<file path="src/rtl/pipe_hazard_ctrl_if.sv">
// Bus between the 5-stage datapath and the hazard controller: hazard inputs plus
// register enables, flushes, forwarding selects and the timeout flag.
interface pipe_hazard_ctrl_if;
  logic [4:0] rs1_id;
  logic [4:0] rs2_id;
  logic [4:0] rs1_ex;
  logic [4:0] rs2_ex;
  logic [4:0] rd_ex;
  logic       memread_ex;
  logic       branch_taken_ex;
  logic [4:0] rd_mem;
  logic       regwrite_mem;
  logic [4:0] rd_wb;
  logic       regwrite_wb;
  logic       dmem_req;
  logic       dmem_ready;

  logic       en_pc;
  logic       en_ifid;
  logic       en_idex;
  logic       en_exmem;
  logic       en_memwb;
  logic       flush_ifid;
  logic       flush_idex;
  logic [1:0] fwd_a;
  logic [1:0] fwd_b;
  logic       mem_timeout;

  modport master (
    output rs1_id, rs2_id, rs1_ex, rs2_ex, rd_ex, memread_ex, branch_taken_ex,
           rd_mem, regwrite_mem, rd_wb, regwrite_wb, dmem_req, dmem_ready,
    input  en_pc, en_ifid, en_idex, en_exmem, en_memwb, flush_ifid, flush_idex,
           fwd_a, fwd_b, mem_timeout
  );

  modport slave (
    input  rs1_id, rs2_id, rs1_ex, rs2_ex, rd_ex, memread_ex, branch_taken_ex,
           rd_mem, regwrite_mem, rd_wb, regwrite_wb, dmem_req, dmem_ready,
    output en_pc, en_ifid, en_idex, en_exmem, en_memwb, flush_ifid, flush_idex,
           fwd_a, fwd_b, mem_timeout
  );
endinterface

</file>
<file path="src/rtl/pipe_hazard_ctrl.sv">
// Pipeline hazard sequencer: stage enables/flushes, EX forwarding, dmem wait FSM with timeout.
// Optional perf counters (stall_cnt, flush_cnt, lu_cnt) when HAZ_PERF_CNT_EN is defined.
module pipe_hazard_ctrl #(
  parameter int TIMEOUT_CYC = 256
`ifdef HAZ_PERF_CNT_EN
  , parameter int CNT_W     = 32
`endif
) (
  input  logic                  clk,
  input  logic                  reset,
  pipe_hazard_ctrl_if.slave     hz
`ifdef HAZ_PERF_CNT_EN
  , output logic [CNT_W-1:0]    stall_cnt,
  output logic [CNT_W-1:0]      flush_cnt,
  output logic [CNT_W-1:0]      lu_cnt
`endif
);

  localparam int WCW = $clog2(TIMEOUT_CYC) + 1;
  localparam logic [WCW-1:0] WAIT_LAST = WCW'(TIMEOUT_CYC - 1);

  typedef enum logic [1:0] {
    ST_RUN  = 2'd0,
    ST_WAIT = 2'd1,
    ST_ERR  = 2'd2
  } state_t;

  state_t         state_q;
  logic [WCW-1:0] wait_cnt_q;
  logic           mem_timeout_q;

  logic mem_stall;
  logic load_use;
  logic frozen;

  assign mem_stall = hz.dmem_req && !hz.dmem_ready;
  assign load_use  = hz.memread_ex && (hz.rd_ex != 5'd0) &&
                     ((hz.rd_ex == hz.rs1_id) || (hz.rd_ex == hz.rs2_id));
  assign frozen    = (state_q == ST_ERR) || mem_stall;

  // Forwarding: one identical select per EX operand; MEM has the newer value so it wins.
  logic [4:0] rs_ex [2];
  logic [1:0] fwd   [2];

  assign rs_ex[0] = hz.rs1_ex;
  assign rs_ex[1] = hz.rs2_ex;

  for (genvar gi = 0; gi < 2; gi++) begin : g_fwd
    assign fwd[gi] = reset ? 2'b00 :
                     (hz.regwrite_mem && (hz.rd_mem != 5'd0) && (hz.rd_mem == rs_ex[gi])) ? 2'b10 :
                     (hz.regwrite_wb  && (hz.rd_wb  != 5'd0) && (hz.rd_wb  == rs_ex[gi])) ? 2'b01 :
                     2'b00;
  end

  assign hz.fwd_a       = fwd[0];
  assign hz.fwd_b       = fwd[1];
  assign hz.mem_timeout = mem_timeout_q;

  always_comb begin
    hz.en_pc      = 1'b1;
    hz.en_ifid    = 1'b1;
    hz.en_idex    = 1'b1;
    hz.en_exmem   = 1'b1;
    hz.en_memwb   = 1'b1;
    hz.flush_ifid = 1'b0;
    hz.flush_idex = 1'b0;
    if (reset) begin
      hz.en_pc      = 1'b0;
      hz.en_ifid    = 1'b0;
      hz.en_idex    = 1'b0;
      hz.en_exmem   = 1'b0;
      hz.en_memwb   = 1'b0;
      hz.flush_ifid = 1'b1;
      hz.flush_idex = 1'b1;
    end else if (frozen) begin
      hz.en_pc    = 1'b0;
      hz.en_ifid  = 1'b0;
      hz.en_idex  = 1'b0;
      hz.en_exmem = 1'b0;
      hz.en_memwb = 1'b0;
    end else if (hz.branch_taken_ex) begin
      // A held branch reaches here only once the freeze lifts, so it flushes exactly once.
      hz.flush_ifid = 1'b1;
      hz.flush_idex = 1'b1;
    end else if (load_use) begin
      hz.en_pc      = 1'b0;
      hz.en_ifid    = 1'b0;
      hz.flush_idex = 1'b1;
    end
  end

  always_ff @(posedge clk) begin
    if (reset) begin
      state_q       <= ST_RUN;
      wait_cnt_q    <= '0;
      mem_timeout_q <= 1'b0;
    end else begin
      case (state_q)
        ST_RUN: begin
          if (mem_stall) begin
            state_q    <= ST_WAIT;
            wait_cnt_q <= WCW'(1);
          end
        end
        ST_WAIT: begin
          // Completion or a withdrawn request both end the wait.
          if (!hz.dmem_req || hz.dmem_ready) begin
            state_q    <= ST_RUN;
            wait_cnt_q <= '0;
          end else if (wait_cnt_q == WAIT_LAST) begin
            state_q       <= ST_ERR;
            mem_timeout_q <= 1'b1;
          end else begin
            wait_cnt_q <= wait_cnt_q + WCW'(1);
          end
        end
        ST_ERR: begin
          mem_timeout_q <= 1'b1;
        end
        default: begin
          state_q    <= ST_RUN;
          wait_cnt_q <= '0;
        end
      endcase
    end
  end

`ifdef HAZ_PERF_CNT_EN
  logic [CNT_W-1:0] stall_cnt_q;
  logic [CNT_W-1:0] flush_cnt_q;
  logic [CNT_W-1:0] lu_cnt_q;
  logic             flush_fire;
  logic             lu_fire;

  assign flush_fire = !frozen && hz.branch_taken_ex;
  assign lu_fire    = !frozen && !hz.branch_taken_ex && load_use;

  always_ff @(posedge clk) begin
    if (reset) begin
      stall_cnt_q <= '0;
      flush_cnt_q <= '0;
      lu_cnt_q    <= '0;
    end else begin
      if (mem_stall && (stall_cnt_q != '1)) stall_cnt_q <= stall_cnt_q + 1'b1;
      if (flush_fire && (flush_cnt_q != '1)) flush_cnt_q <= flush_cnt_q + 1'b1;
      if (lu_fire && (lu_cnt_q != '1)) lu_cnt_q <= lu_cnt_q + 1'b1;
    end
  end

  assign stall_cnt = stall_cnt_q;
  assign flush_cnt = flush_cnt_q;
  assign lu_cnt    = lu_cnt_q;
`endif

endmodule

</file>
<file path="src/flat_wrapper.sv">
// flat-port wrapper written by rule: the top's interface ports become plain ports
module pipe_hazard_ctrl_flat 
#(
  parameter int TIMEOUT_CYC = 256

)
  (clk, reset, hz_rs1_id, hz_rs2_id, hz_rs1_ex, hz_rs2_ex, hz_rd_ex, hz_memread_ex, hz_branch_taken_ex, hz_rd_mem, hz_regwrite_mem, hz_rd_wb, hz_regwrite_wb, hz_dmem_req, hz_dmem_ready, hz_en_pc, hz_en_ifid, hz_en_idex, hz_en_exmem, hz_en_memwb, hz_flush_ifid, hz_flush_idex, hz_fwd_a, hz_fwd_b, hz_mem_timeout);
  pipe_hazard_ctrl_if hz_i ();
  input  logic clk;
  input  logic reset;
  input wire logic [$bits(hz_i.rs1_id)-1:0] hz_rs1_id;
  input wire logic [$bits(hz_i.rs2_id)-1:0] hz_rs2_id;
  input wire logic [$bits(hz_i.rs1_ex)-1:0] hz_rs1_ex;
  input wire logic [$bits(hz_i.rs2_ex)-1:0] hz_rs2_ex;
  input wire logic [$bits(hz_i.rd_ex)-1:0] hz_rd_ex;
  input wire logic [$bits(hz_i.memread_ex)-1:0] hz_memread_ex;
  input wire logic [$bits(hz_i.branch_taken_ex)-1:0] hz_branch_taken_ex;
  input wire logic [$bits(hz_i.rd_mem)-1:0] hz_rd_mem;
  input wire logic [$bits(hz_i.regwrite_mem)-1:0] hz_regwrite_mem;
  input wire logic [$bits(hz_i.rd_wb)-1:0] hz_rd_wb;
  input wire logic [$bits(hz_i.regwrite_wb)-1:0] hz_regwrite_wb;
  input wire logic [$bits(hz_i.dmem_req)-1:0] hz_dmem_req;
  input wire logic [$bits(hz_i.dmem_ready)-1:0] hz_dmem_ready;
  output wire logic [$bits(hz_i.en_pc)-1:0] hz_en_pc;
  output wire logic [$bits(hz_i.en_ifid)-1:0] hz_en_ifid;
  output wire logic [$bits(hz_i.en_idex)-1:0] hz_en_idex;
  output wire logic [$bits(hz_i.en_exmem)-1:0] hz_en_exmem;
  output wire logic [$bits(hz_i.en_memwb)-1:0] hz_en_memwb;
  output wire logic [$bits(hz_i.flush_ifid)-1:0] hz_flush_ifid;
  output wire logic [$bits(hz_i.flush_idex)-1:0] hz_flush_idex;
  output wire logic [$bits(hz_i.fwd_a)-1:0] hz_fwd_a;
  output wire logic [$bits(hz_i.fwd_b)-1:0] hz_fwd_b;
  output wire logic [$bits(hz_i.mem_timeout)-1:0] hz_mem_timeout;
  assign hz_i.rs1_id = hz_rs1_id;
  assign hz_i.rs2_id = hz_rs2_id;
  assign hz_i.rs1_ex = hz_rs1_ex;
  assign hz_i.rs2_ex = hz_rs2_ex;
  assign hz_i.rd_ex = hz_rd_ex;
  assign hz_i.memread_ex = hz_memread_ex;
  assign hz_i.branch_taken_ex = hz_branch_taken_ex;
  assign hz_i.rd_mem = hz_rd_mem;
  assign hz_i.regwrite_mem = hz_regwrite_mem;
  assign hz_i.rd_wb = hz_rd_wb;
  assign hz_i.regwrite_wb = hz_regwrite_wb;
  assign hz_i.dmem_req = hz_dmem_req;
  assign hz_i.dmem_ready = hz_dmem_ready;
  assign hz_en_pc = hz_i.en_pc;
  assign hz_en_ifid = hz_i.en_ifid;
  assign hz_en_idex = hz_i.en_idex;
  assign hz_en_exmem = hz_i.en_exmem;
  assign hz_en_memwb = hz_i.en_memwb;
  assign hz_flush_ifid = hz_i.flush_ifid;
  assign hz_flush_idex = hz_i.flush_idex;
  assign hz_fwd_a = hz_i.fwd_a;
  assign hz_fwd_b = hz_i.fwd_b;
  assign hz_mem_timeout = hz_i.mem_timeout;
  pipe_hazard_ctrl #(.TIMEOUT_CYC(TIMEOUT_CYC)) u_core (.clk(clk), .reset(reset), .hz(hz_i));
endmodule
</file>
<file path="config.mk">
export PLATFORM = sky130hd
export DESIGN_NAME = pipe_hazard_ctrl_flat
export DESIGN_NICKNAME = d
export VERILOG_FILES = /design/src/rtl/pipe_hazard_ctrl_if.sv /design/src/rtl/pipe_hazard_ctrl.sv /design/src/flat_wrapper.sv
export SDC_FILE = /design/constraint.sdc
export NUM_CORES = 1
export LEC_CHECK = 0
export BUFFER_PORTS_ARGS = -buffer_cell sky130_fd_sc_hd__buf_4
export CAP_MARGIN = 20
export CORE_MARGIN = 8
export CORE_UTILIZATION = 30
export DETAILED_ROUTE_END_ITERATION = 6
export PLACE_DENSITY = 0.6
export REMOVE_ABC_BUFFERS = 1
export SLEW_MARGIN = 20
export SYNTH_ARGS = -nofsm -noshare
export SYNTH_HDL_FRONTEND = slang
export SYNTH_SLANG_ARGS = --single-unit
</file>
<file path="constraint.sdc">
create_clock -name clk -period 1.8 [get_ports clk]
set_input_delay 0.18 -clock clk [delete_from_list [all_inputs] [get_ports clk]]
set_output_delay 0.18 -clock clk [all_outputs]
set_load 0.01 [all_outputs]
</file>
# Word level (Yosys, flattened, before mapping)
# Cells that the tools add are included.
# totals
register_bits,12
latchBits,0
ram_bits,0
mem_bits_ro,0
in_bits,43
wordCells,71
n_memories,0
# op_classes
n_addsub,1
mul,0
div_mod_pow,0
order_cmp,0
eq_ne,14
shifts,0
mux,30
bitwise,1
reduce_logical,22
# ops
op,n
$eq 5x5->1,6
$mux 9,3
$pmux 9 s3,1
$mux 1,17
$reduce_bool 5->1,3
$mux 2,7
$add 9x1->9 const B,1
$eq 9x8->1 const B,1
$logic_and 1x1->1,9
$reduce_and 3->1,3
$pmux 2 s3,1
$ne 2x1->1 const B,2
$logic_or 1x1->1,3
$ne 3x1->1 const B,1
$ne 3x2->1 const B,1
$eq 2x1->1 const B,1
$eq 2x2->1 const B,1
$logic_not 1->1,2
$logic_not 2->1,1
$ne 2x2->1 const B,1
$pmux 1 s2,1
$reduce_bool 2->1,1
$not 1->1,1

# Depth between registers and ports, before layout
# Gate-level depths: netlist (run 1).
# logic_depth
word_depth,7
mapped_depth,9

# Worst setup path after synthesis (run 1)
# OpenSTA, ideal clock, no wires.
# synth_path
kind,flip-flop to output port
start,reg u_core.state_q[0]
end,out hz_en_pc
arrival_ns,1.625
t_required_ns,1.620
path_slack_ns,-0.005
path_stages_with_launch,7
cell_sequence,dfxtp_1 > inv_1 > ha_1 > clkbuf_1 > nor3_1 > o31a_1 > buf_4
# synth_via
elab_chain_len,4
# synth_rtl
element,line_no,rtl
"start, declared",pipe_hazard_ctrl.sv:28,state_t state_q;
"start signal, assigned",pipe_hazard_ctrl.sv:94,state_q <= ST_RUN;
"start signal, assigned",pipe_hazard_ctrl.sv:101,state_q <= ST_WAIT;
"start signal, assigned",pipe_hazard_ctrl.sv:108,state_q <= ST_RUN;
$eq 2x2->1,pipe_hazard_ctrl.sv:39,assign frozen = (state_q == ST_ERR) || mem_stall;
$logic_or 1x1->1,pipe_hazard_ctrl.sv:39,
$mux 1 (2 in a row),--,
"end, declared",flat_wrapper.sv:24,output wire logic [$bits(hz_i.en_pc)-1:0] hz_en_pc;
# No other way between the ends.

# Final worst setup path (run 1)
# layout_path
start,reg u_core.wait_cnt_q[0]
end,reg u_core.wait_cnt_q[3]
# layout_via
elab_chain_len,4
word_cells_on_any_way,7
classes_between,1 x add/sub; 2 x eq/ne; 3 x mux; 1 x reduce/logical
# layout_rtl
element,line_no,rtl
"start, declared",pipe_hazard_ctrl.sv:29,logic [WCW-1:0] wait_cnt_q;
"start signal, assigned",pipe_hazard_ctrl.sv:114,wait_cnt_q <= wait_cnt_q + WCW'(1);
$add 9x1->9,pipe_hazard_ctrl.sv:114,
$mux 9,pipe_hazard_ctrl.sv:110,end else if (wait_cnt_q == WAIT_LAST) begin
$mux 9,pipe_hazard_ctrl.sv:107,if (!hz.dmem_req || hz.dmem_ready) begin
$pmux 9 s3,pipe_hazard_ctrl.sv:98,case (state_q)
# Several ways; a longest one is shown, not always the timed one. The select of a mux whose other input is x is not followed.
# A chain may end at the register's enable or synchronous reset.

==> results summary, run 1 <==
The flow ran to the end, and the final reports show no timing, DRC or antenna violations. The synthesized-area fraction occupied by ao, oa, aoi and oai cells is 18.25%. The register clock-pin slew on the reported worst setup and hold paths is 50 ps. The setup path with the least slack is of type register to register.

The number of antenna diodes is 0. The warning count from the yosys run came out at 0. The power density over the cells is about 450 nW/um^2. The share of total power in the clock network is 30.3%. After floorplanning, the core was divided into 22 placement rows. The via count of the routed design is 1,276.

The tree is rooted in a clkbuf_8. The count of different cell masters after synthesis came out at 35. The cell count of the worst hold path is 2. Hold repair after CTS inserted 0 buffers. The final count of pins violating max slew is 0.

The minimum clock period is 1726 ps. Averaged over all synthesized cells, the footprint is roughly 8 sq um. Prior to clock tree synthesis, the placed netlist has a worst setup slack of -30.32 ps. For the worst setup path, the data required time is roughly 2000 ps.

The worst-path cell with the longest stage delay is or3_1. Counting every instance in the synthesized netlist gives 145. After detailed routing, the number of remaining DRC violations is 0. Leaving out fill and tap cells, the most frequent cell in the layout is buf_4. In the final layout, the share of cells above drive strength 1 is ~43%. The global-route wire length before repair is 5.651 mm. Summed over all cells, the static leakage comes to 0.0007342 uW. The initial antenna violation count came out at 0. The share of the synthesized netlist area taken by xor and xnor gates is 23.23%. The portion of netlist area occupied by mux cells came out at 0%. The die boundary height came out at 77.40 um.

The critical path's largest stage delay came out at 370 ps. The number of nets with antenna violations after detailed routing is 0. By instance count, the cell type seen most on the critical path is ha_2.

The internal power came out at 582.4 uW. The final worst setup slack came out at roughly 74 ps. The period utilization came out at 95.88%.

The number of clock sinks seen by CTS came out at 12. The mapped netlist covers 1131 sq um. The length in cells of the worst reg-to-reg path came out at 9. The cell area after layout came out at 1819 sq um. The weighted congestion at the end of routability-driven global placement came out at 0.7748.

The total clock buffers created by CTS is 3. Using the TritonRoute via totals, the vias-per-cell ratio works out to 4.870. The maximum number of pins on one net before global-route repair came out at 13. The placed instance area came out at 1667 sq um. Input and output buffers added on the ports amount to 54. The count of pins on the block boundary came out at 55.

The maximum fanout encountered on the critical timing path is 5. Measured along the x axis, the die boundary spans 77.40 um. The pre-antenna-repair detailed-routing pass consisted of 4 iterations. The synthesized design spends more area on one cell type than any other, namely dfxtp_1. The kind of launch point of the worst setup path is a register. The TritonCTS clock tree is yes. The pin slew with the least headroom to its limit came out at 364.8 ps. Global routing finished with a remaining overflow of 0. The final wirelength came out at ~3.5 mm. In this run the number of H-tree levels came out at 1. The synthesized netlist devotes approximately a quarter of its cell area to simple gates.

The area share of fa/ha/maj cells after synthesis came out at under 10%. The part of the power in combinational logic is roughly 36%. Global routing used a little over a tenth of the available tracks across all layers. The final standard cell utilization of the core is roughly half. The initial core utilization is 31.13%. Setup repair after global routing could not meet its margin everywhere. The overall die area is 5991 sq um.

The synthesized design contains 12 register bits. The tool flagged a number of max-cap violations equal to 0. The area used by sequential logic in the layout came out at 241.5 sq um.

The critical path goes through ha_2 -> nand3_1 -> nor2_1 -> ha_2 -> inv_2 -> buf_4 -> o221ai_4 -> or3_1 -> a21oi_1. Timing would allow up to around 0.58 GHz. The starting DRC count in detailed routing is 53.

The number of hold violations in the final report was 0. The number of global-route vias before repair came out at 1,286. Across the routed clock network, the largest skew measured is between 0.8 and 0.9 ps.

The worst setup path is captured at a register. The count of final setup violators is 0. The top cell types in the final layout, fill and taps aside, are 70 x buf_4, 20 x xor2_1, 11 x dfxtp_1, 10 x xnor2_1, 10 x a21oi_1. The placeable core region is 3633 sq um. Net switching is between 20 and 30% of the power. The top cell type's share of synthesized area came out at 21.24%. The area growth from synthesis to final layout came out at 60.84%. After synthesis, the largest family of logic cells by area is simple AND/OR/NAND/NOR gates. The switching power is 236.8 uW. The half-perimeter wire length after placement is between 2 and 3 mm. The worst-case IR drop observed on VDD is 0.0001760 V. The deepest clock path buffer count is 2. The min-delay analysis places its worst path in the category input port to register. The part of the power in registers came out at 33.8%.

After detailed routing, the average wire length per cell comes to 13.39 um. The multi-input combinational cells in the finished layout cover a total of 909.6 sq um. The total of fill cells in the finished design is 365. The sequential area share after synthesis came out at 21.24%. For this run, the post-layout net count is 264. The clock reaches the later pin of the worst-skew pair after ~240 ps. The normalized max-slew margin came out at 75.46%. In the post-synthesis netlist, the biggest area contributors are dfxtp_1 21%, xor2_1 15%, xnor2_1 7.7%. The arrival time at the worst endpoint is 1900 ps.
[metal layers]
metal / vias to the layer above / GRT usage, % / wire, um
met3: 2 / 4.147 / 205
met2: 26 / 19.38 / 1825
met4: 0 / 2.264 / 12
met1: 585 / 12.28 / 1465
met5: - / 0 / 0
li1: 663 / - / -
[stage by stage]
step                std cells  TNS, ps  power [uW]  hold slack, ps
floorplan                 139   -444.9       400.2           249.1
global placement          255        0       553.8           445.5
detailed placement        255   -44.70       554.0           451.2
CTS                       258        0       801.4           208.1
global route              262   -165.8       868.9           230.2
finish                    262        0       819.3           217.4
[worst max-delay path, delay by kind of cell, from the launching register on]
kind / cells / cell delay [ps]
adder cells (fa/ha/maj): 2 / 360
AND/OR/NAND/NOR: 3 / 480
flip-flops: 1 / 310
AO/OA/AOI/OAI: 2 / 270
buffers and inverters: 2 / 220
[synth_stat cells, drive strengths merged]
master	n
xor2	20
a21oi	13
dfxtp	12
xnor2	10
o21ai	9
inv	8
nor2	8
or4	8
nand3	7
nor3	7
nand2	6
ha	5
buf	4
nor4	4
or3	4
o31ai	3
clkbuf	2
nor2b	2
a211oi	1
a21o	1
a221oi	1
a22oi	1
and2b	1
and3b	1
nand2b	1
nand3b	1
nand4	1
o221ai	1
o22ai	1
o31a	1
o41ai	1
[power by group through the flow]
| stage | registers (uW) | logic, uW | clock network [uW] |
|---|---|---|---|
| 2_1_floorplan | 283 | 117 | 0 |
| 3_3_place_gp | 281 | 272 | 0 |
| 3_5_place_dp | 282 | 272 | 0 |
| 4_1_cts | 276 | 277 | 248 |
| 5_1_grt | 277 | 325 | 267 |
| 6_report | 277 | 295 | 248 |
[repair_timing]
action | 4_1_cts | 5_1_grt
pin swaps | 0 | 8
setup endpoints to repair | 5 | 16
setup buffers | 0 | 3
gates resized for setup | 2 | 14
gates cloned | 0 | 1
[state kept, by name, indices dropped and copies added, names as in the netlist]
name,cells
u_core.wait_cnt_q,9
u_core.state_q,2
u_core.hz.mem_timeout,1
[kinds of logic after synthesis]
logic type      Yosys count
compound gates           33
simple gates             51
fa+ha+maj                 5
buf+inv                  14
xor+xnor                 30
flops                    12
[final cells by class]
cell class / count / area share [%]
inverters: 8 / 1.651
clock buffers: 3 / 2.270
repair buffers: 71 / 29.50
multi-input cells: 120 / 50.00
well taps: 48 / 3.301
flip-flops and latches: 12 / 13.27
[final timing paths]
path / from / slack (ps) / end
worst max-delay path: u_core.wait_cnt_q[0] / 70 / u_core.wait_cnt_q[3]
worst min-delay path: reset / 220 / u_core.wait_cnt_q[1]
worst max register to register: u_core.wait_cnt_q[0] / 70 / u_core.wait_cnt_q[3]
worst min register to register: u_core.wait_cnt_q[8] / 460 / u_core.wait_cnt_q[8]
Power figures use the tool's default switching activity.
==> inputs of run 2 (changes only) <==
==> constraint.sdc (replaced) <==
create_clock -name clk -period 1.8 [get_ports clk]
set_input_delay 0.27 -clock clk [delete_from_list [all_inputs] [get_ports clk]]
set_output_delay 0.27 -clock clk [all_outputs]
set_load 0.01 [all_outputs]
==> run 2 against run 1 <==
Compared with the run above: count of clock-buffer cells in the layout is the same; the run now ends with negative setup slack left; die area is the same; highest routed layer unchanged; largest cell class unchanged; critical endpoint is now hz_fwd_b[1]; setup slack lost 110 ps; power grew 3.1%; combinational power grew 9.5%.
==> results summary, run 2 (synthesized netlist as in run 1, its figures left out) <==
The overall fraction of global-route tracks in use came out at between 10% and 20%. Data arrives at the worst endpoint at 1570 ps. Setup repair after global routing could not meet its margin everywhere. The layout cell share with drive strength beyond 1 came out at between 40% and 50%.

The overall die area is 5991 sq um. The layer flagged by global routing as most heavily used is met2. Leaving out fill and tap cells, the most frequent cell in the layout is buf_4.

The maximum number of pins on one net before global-route repair came out at 12. On the critical path, the stage with the largest delay is an instance of or4_4. The final worst setup slack is -35.94 ps.

The kind of launch point of the worst setup path is an input port. The wire length per cell came out at 13.95 um. The initial antenna violation count came out at 0. The normalized max-slew margin is 77.95%. Clock skew on the completed layout was measured at 0.8105 ps. The pin slew with the least headroom to its limit is 327.3 ps. For this run, the top clock speed supported by timing is 0.5447 GHz. The period utilization is 102.0%.

The final wirelength came out at approximately 3.8 mm. Once detailed placement completed, the half-perimeter wirelength came to 2.961 mm. The die boundary height is 77.40 um.

The post-layout net count is between 200 and 300. The number of placement rows is 22. The number of global-route vias before repair is 1,336. For this design the ratio of total power to cell area is 437.4 nW/um^2. The multi-input combinational cell area came out at between 900 and 1000 sq um.

Leaving out fill and tap cells, the most frequent cells in the layout are 74 x buf_4, 20 x xor2_1, 10 x xnor2_1, 10 x a21oi_1, 8 x dfxtp_1. The maximum fanout encountered on the critical timing path is 2. The met1 routing resource usage after global routing is 12.15%. The met2 usage in global routing is 22.66%.

The first TritonRoute pass finished after 4 iterations. OpenSTA, run right after detailed placement, puts the worst setup slack at -106.4 ps. The setup path with the least slack is of type input port to output port. The run finished, with violations left. The number of hold violations in the final report came to 0. The placed instance area came out at 1727 sq um. The register clock-pin slew on the reported worst setup and hold paths is roughly 50 ps. Data on the critical path is required at its endpoint by 1530 ps.

The checks that failed: negative setup slack. The tool flagged a number of max-cap violations equal to 0. TritonCTS built the clock tree. At the later pin of the worst-skew pair, clock insertion delay measures 240 ps.

The die width is between 70 and 80 um. Counting stages on the worst path, the most repeated cell is buf_4. Setup violations remaining at the end of the flow were counted as 3. The total of fill cells in the finished design came out at 380. The starting DRC count in detailed routing is 45. IR analysis of the VDD net gives a maximum drop of 0.0002196 V. The cell area after layout is 1931 sq um. The total overflow reported by the global router is 0. The number of clock sinks seen by CTS is 12. Counting flops per register, the top entry is u_core.wait_cnt_q. STA classifies the critical path endpoint as an output port. The via density per instance came out at around 5. The final count of pins violating max slew is 0. The met3 track demand over resource came out at 4.147%. After detailed routing, the number of remaining DRC violations is 0. The deepest clock path buffer count is 2. The clock root buffer is clkbuf_8. CTS built an H-tree with a depth of 1. Routability-driven placement finished with a final weighted congestion of 0.7797. The area used by sequential logic in the layout came out at ~250 sq um. The number of antenna diodes came out at 0. The number of nets with antenna violations after detailed routing is 0.

Walking the worst path, the cells encountered are buf_6 -> or4_4 -> o21ai_4 -> buf_4 -> buf_4 -> buf_4 -> nor4_1 -> buf_4. Clock tree synthesis inserted a total of 3 buffers. In this run the worst hold path is classified as input port to register. The placeable core region came out at 3633 sq um. The critical path's largest stage delay is 540 ps.

The area growth from synthesis to final layout came out at 70.69%. The via count of the routed design came out at 1,322. The initial core utilization is between 30% and 40%. The analysis attributes to cell leakage a power of 0.0007925 uW. The post-layout total power is 844.4 uW. The global-route wire length before repair came out at 5.975 mm.

The setup TNS after final layout is -77.51 ps. The count of pins on the block boundary came out at between 50 and 60. The minimum clock period is around 1800 ps. The number of port buffers is 54.

The register with the most flip-flops in the layout has 9 of them.
-- run 2: cell types whose count changed in the layout (fill, tap and decap cells not counted), sizes merged --
| cell | before | now |
|---|---|---|
| buf | 71 | 81 |
| o221ai | 2 | 1 |
-- run 2: worst paths after layout --
path | from | end | slack, ps | depth (start not counted)
worst max register to register | u_core.wait_cnt_q[0] | u_core.wait_cnt_q[5] | 50 | 8
worst max-delay path | hz_rd_mem[4] | hz_fwd_b[1] | -40 | 8
worst min-delay path | reset | u_core.wait_cnt_q[1] | 400 | 3
worst min register to register | u_core.wait_cnt_q[8] | u_core.wait_cnt_q[8] | 460 | 2
-- run 2: layout make-up --
cell class                      count  area share [%]
Multi-Input combinational cell    119           47.63
Timing Repair Buffer               81           32.86
Sequential cell                    12           12.70
Tap cell                           48           3.111
Clock buffer                        3           2.139
Inverter                            8           1.555
-- run 2: report_power, final --
part / internal, uW / leakage [uW] / switching (uW)
Sequential: 273 / 0.0000989 / 5.45
Combinational: 181 / 0.000672 / 142
Clock: 147 / 0.0000216 / 95.8
-- run 2: timing repair --
item	in CTS	in global routing
setup endpoints to repair	12	20
setup buffers	3	2
hold buffers	0	0
gates resized for setup	10	23
pin swaps	8	12
-- run 2: per-stage QoR --
stage                     std cells  util (%)  hold slack [ps]
after floorplan                 139         -            339.1
after global placement          263     47.52            446.3
after detailed placement        263     47.52            454.2
after CTS                       269     50.31            397.4
after global routing            271     53.13            419.8
final                           271     53.13            401.2
-- run 2: worst max-delay path: cells and delay by family --
| kind | cells | cell delay [ps] |
|---|---|---|
| compound gates | 1 | 150 |
| buf+inv | 5 | 550 |
| simple gates | 2 | 590 |
-- run 2: per-layer routing --
layer | wire (um) | vias to the layer above
met1 | 1506 | 609
met4 | 14 | 0
met3 | 194 | 2
met2 | 2064 | 30
met5 | 0 | -
li1 | - | 681
